===== config.mk =====
export PLATFORM = sky130hd
export DESIGN_NAME = univ_shift_reg_burst
export DESIGN_NICKNAME = d
export VERILOG_FILES = /design/src/rtl/univ_shift_reg_burst.sv
export SDC_FILE = /design/constraint.sdc
export NUM_CORES = 1
export LEC_CHECK = 0
export CAP_MARGIN = 20
export CORE_ASPECT_RATIO = 1.1
export CORE_MARGIN = 2
export CORE_UTILIZATION = 30
export DETAILED_ROUTE_END_ITERATION = 6
export GPL_ROUTABILITY_DRIVEN = 0
export SYNTH_ARGS = -nofsm -noshare
export SYNTH_HDL_FRONTEND = slang
export SYNTH_SLANG_ARGS = --single-unit

===== constraint.sdc =====
create_clock -name c -period 4.55 [get_ports c]
set_input_delay 0.455 -clock c [delete_from_list [all_inputs] [get_ports c]]
set_output_delay 0.455 -clock c [all_outputs]
set_load 0.02 [all_outputs]

===== src/rtl/univ_shift_reg_burst.sv =====
`default_nettype none
// ============================================================================
// Module   : univ_shift_reg_burst
// Brief    : Universal shift register with single-step and counted-burst modes,
//            busy/done handshake and serial outputs at both ends.
// Revision : 1.0 - initial release
// ============================================================================
module univ_shift_reg_burst #(
    parameter int                 WIDTH     = 8,
    parameter int                 AMT_W     = $clog2(WIDTH) + 1,
    parameter logic [WIDTH-1:0]   RESET_VAL = '0
) (
    input  logic             c,
    input  logic             nrst,
    input  logic [2:0]       op,
    input  logic [WIDTH-1:0] d,
    input  logic             si,
    input  logic             start,
    input  logic [AMT_W-1:0] amt,
    output logic [WIDTH-1:0] q,
    output logic             so_msb,
    output logic             so_lsb,
    output logic             busy,
    output logic             done
);

    localparam logic [2:0] c_op_hold = 3'b000;
    localparam logic [2:0] c_op_shl  = 3'b001;
    localparam logic [2:0] c_op_shr  = 3'b010;
    localparam logic [2:0] c_op_load = 3'b011;
    localparam logic [2:0] c_op_rol  = 3'b100;
    localparam logic [2:0] c_op_ror  = 3'b101;
    localparam logic [2:0] c_op_asr  = 3'b110;
    localparam logic [2:0] c_op_clr  = 3'b111;

    localparam logic [AMT_W-1:0] c_amt_zero = '0;
    localparam logic [AMT_W-1:0] c_amt_one  = AMT_W'(1);

    typedef enum logic [0:0] {
        S_IDLE = 1'b0,
        S_RUN  = 1'b1
    } state_t;

    state_t           r_state;
    logic [WIDTH-1:0] r_q;
    logic [2:0]       r_op;
    logic [AMT_W-1:0] r_remain;
    logic             r_busy;
    logic             r_done;

    logic [2:0]       w_step_op;
    logic [WIDTH-1:0] w_next;
    logic             w_is_burst_op;

    // While running, the latched op drives the datapath; the live op is ignored.
    assign w_step_op = (r_state == S_RUN) ? r_op : op;

    always_comb begin
        w_next = r_q;
        case (w_step_op)
            c_op_hold: w_next = r_q;
            c_op_shl:  w_next = {r_q[WIDTH-2:0], si};
            c_op_shr:  w_next = {si, r_q[WIDTH-1:1]};
            c_op_load: w_next = d;
            c_op_rol:  w_next = {r_q[WIDTH-2:0], r_q[WIDTH-1]};
            c_op_ror:  w_next = {r_q[0], r_q[WIDTH-1:1]};
            c_op_asr:  w_next = {r_q[WIDTH-1], r_q[WIDTH-1:1]};
            c_op_clr:  w_next = '0;
            default:   w_next = r_q;
        endcase
    end

    always_comb begin
        w_is_burst_op = 1'b0;
        case (op)
            c_op_shl, c_op_shr, c_op_rol, c_op_ror, c_op_asr: w_is_burst_op = 1'b1;
            default:                                          w_is_burst_op = 1'b0;
        endcase
    end

    always_ff @(posedge c) begin
        if (!nrst) begin
            r_state  <= S_IDLE;
            r_q      <= RESET_VAL;
            r_op     <= c_op_hold;
            r_remain <= '0;
            r_busy   <= 1'b0;
            r_done   <= 1'b0;
        end else begin
            r_done <= 1'b0;
            case (r_state)
                S_IDLE: begin
                    if (start) begin
                        if (!w_is_burst_op) begin
                            r_q    <= w_next;
                            r_done <= 1'b1;
                        end else if (amt == c_amt_zero) begin
                            r_done <= 1'b1;
                        end else begin
                            // First step happens on the accepting edge itself.
                            r_q <= w_next;
                            if (amt == c_amt_one) begin
                                r_done <= 1'b1;
                            end else begin
                                r_op     <= op;
                                r_remain <= amt - c_amt_one;
                                r_state  <= S_RUN;
                                r_busy   <= 1'b1;
                            end
                        end
                    end else begin
                        r_q <= w_next;
                    end
                end
                S_RUN: begin
                    r_q      <= w_next;
                    r_remain <= r_remain - c_amt_one;
                    if (r_remain == c_amt_one) begin
                        r_state <= S_IDLE;
                        r_busy  <= 1'b0;
                        r_done  <= 1'b1;
                    end
                end
                default: begin
                    r_state <= S_IDLE;
                    r_busy  <= 1'b0;
                end
            endcase
        end
    end

    assign q      = r_q;
    assign so_msb = r_q[WIDTH-1];
    assign so_lsb = r_q[0];
    assign busy   = r_busy;
    assign done   = r_done;

endmodule
`default_nettype wire


==> flow_summary.toml <==
[run_status]
status = "finished, final reports clean"

[cells_and_area]
n_antenna_cell = 0
drive_gt1_frac = 0.07303
mostFrequentLayoutCells = "clkdlybuf4s50_1, a21oi_1, dfxtp_1"
fin_util = 0.4044
final_nets = 203
final_common_cell = "clkdlybuf4s50_1"
area_delta_synth_final_pct = 30.18

[cts]
ctsLongestPathBuffers = 2
ctsHoldBuffers = 0
clkTransAtPathRegs_ns = 0.07
post-cts-setup-buffer-count = 0
clock_latency_ns = 0.25
ctsResizeCount = 0
cts_tree = "done"
cts_root_buffer = "clkbuf_8"
htree_levels = 1
cts_buffers = 3
cts_sinks = 18

[logic_synthesis]
yosysWarnings = 0
synthDominantCellAreaShare = 0.2927
ys_seq_elements = 18
ys.flop_type = "dfxtp_1"
synth_nets = 176
netlist_area_mm2 = 0.001231
async_reset_ff_frac = 0
synth.avg_cell_area_um2 = 8.100
syn_inst = 152
synth_edf_count = 0
synth.largest_area_cell = "dfxtp_1"
ys_seq_area_frac = 0.2927
ys_top_cells_by_area = "dfxtp_1, a21oi_1, o21ai_0, ha_1, a2bb2oi_1"
yosysUniqueCellTypes = 40

[worst_setup_path]
crit_chain = "mux2_2 > a21oi_4 > nor2_2 > o311a_1 > a2111oi_2"
critPathTopFamily = "compound AO/OA/AOI/OAI gates"
start_kind = "flip-flop"
worstPathArrival_ns = 2.66
critPathKind = "reg2reg"
endpoint_kind = "flip-flop"
reg2reg_depth = 5
cp.required_ns = 4.70
slowest_stage = "dfxtp_1"
critPathBufInv = 0
slowest_delay_ns = 0.90
cp.depth = 5
critPathMaxFanout = 26

[run]
maxCapViolations = 0

[timing]
skew_ns = 0.003552
final_hold_viol_count = 0
worst_pin_slew_ns = 0.8811
hold_ws_ns = 0.5073
period_minus_slack_ns = 2.505
fin_setup_tns_ns = 0
slew_headroom = 0.4118
finalCritPeriodShare = 0.5505
rsz0062_at_grt = "no"
max_freq_mhz = 399.2
slew_violations = 0
setup_viol = 0

[pwr]
switching_power_uw = 164.1
swShare = 0.3278
p_per_area_mw_per_mm2 = 312.3
peakVddDrop_v = 0.0001183
internal_power_uw = 336.5
pwr-share-clk = 0.265
comb_power_share = 0.337
p_seq_frac = 0.398
leakagePower_uw = 0.0005852

[routing]
via_count = 1234
viasPerCell = 5.365
routedWlPerCell_um = 13.91
drt-initial-drc-count = 76
ant_nets = 0
wirelength_mm = 3.200
dr.pass1.iters = 4
route.detailed.drc = 0

[floorplanning]
fp.dieW_um = 65.08
core_area_mm2 = 0.003964
die_area_mm2 = 0.004633
num_rows = 24
start_util = 0.3106
ioPinCount = 31
die_h_um = 71.19

[grt]
antenna_found_initial = 0
grt_overflow = 0
grt_max_degree = 27
grt_pass1_wl_mm = 5.333
grt_pass1_vias = 1172
grt.total_usage = 0.1432

[place]
port_buffers = 30
place_hpwl_mm = 2.361

[hold_path]
hold_depth = 2
min_path_type = "reg2reg"
[routing by layer]
metal	vias to the layer above	share of wire	track usage	wire, um
li1	616	-	-	-
met1	574	0.45	0.1900	1452
met2	42	0.48	0.2360	1527
met3	2	0.060	0.02385	193
met4	0	0.0084	0.04861	27
met5	-	0	0	0
[power by group through the flow]
| stage | clock network [uW] | logic [uW] | registers (uW) |
|---|---|---|---|
| 2_1_floorplan | 0 | 103 | 205 |
| 3_5_place_dp | 0 | 168 | 202 |
| 4_1_cts | 136 | 170 | 198 |
| 6_report | 133 | 169 | 199 |
| 3_3_place_gp | 0 | 166 | 202 |
| 5_1_grt | 139 | 187 | 203 |
[worst paths after layout]
check,from,to,slack [ns]
setup / recovery,r_state,q[0],2.05
setup reg to reg,r_state,q[0],2.05
hold reg to reg,busy,busy,0.51
hold / removal,busy,busy,0.51
[registers in the layout, summed over array words and instances, names as in the netlist]
signal and cells:
r_op 3, q 8, r_state 1, done 1
busy 1, r_remain 4
[worst reg2reg max path, stage by stage (launching register included)]
cell	delay [ns]
dfxtp_1	0.90
mux2_2	0.54
a21oi_4	0.26
nor2_2	0.05
o311a_1	0.33
a2111oi_2	0.33
[layout make-up]
class	instances	area, um^2
fillers	408	2361
well taps	52	65.06
inverters	6	22.52
multi-input cells	120	799.5
flip-flops and latches	18	360.3
repair buffers	30	300.3
clock buffers	4	55.05
[cell usage after synthesis, types with 3 or more instances]
| master | number |
|---|---|
| xor2_1 | 4 |
| mux2i_1 | 3 |
| buf_4 | 3 |
| clkbuf_1 | 4 |
| nand3_1 | 3 |
| nor2b_1 | 3 |
| a2bb2oi_1 | 6 |
| nor2_1 | 13 |
| a21oi_1 | 23 |
| a21boi_0 | 6 |
| ha_1 | 5 |
| o21ai_0 | 16 |
| nor3_1 | 3 |
| dfxtp_1 | 18 |
| nand2_1 | 9 |
| inv_1 | 5 |
[through the flow]
stage / std cells / power (uW) / setup WS, ns / cell area (um^2)
2_1_floorplan: 152 / 308.8 / 2.724 / 1231
3_5_place_dp: 226 / 370.3 / 2.018 / 1548
4_1_cts: 230 / 503.9 / 2.058 / 1603
5_1_grt: 230 / 528.2 / 1.871 / 1603
6_report: 230 / 500.5 / 2.045 / 1603
3_3_place_gp: 226 / 368.1 / 2.045 / 1548
[kinds of logic (layout without fill, tap and decap cells)]
family / after synthesis / in the layout / share of synthesized area
fa+ha+maj: 5 / 5 / 0.05081
mux: 6 / 6 / 0.05487
buf+inv: 14 / 40 / 0.05792
flops: 18 / 18 / 0.2927
simple gates: 41 / 41 / 0.1717
xor+xnor: 4 / 4 / 0.02845
compound gates: 64 / 64 / 0.3435
(Power assumes the default switching activity.)
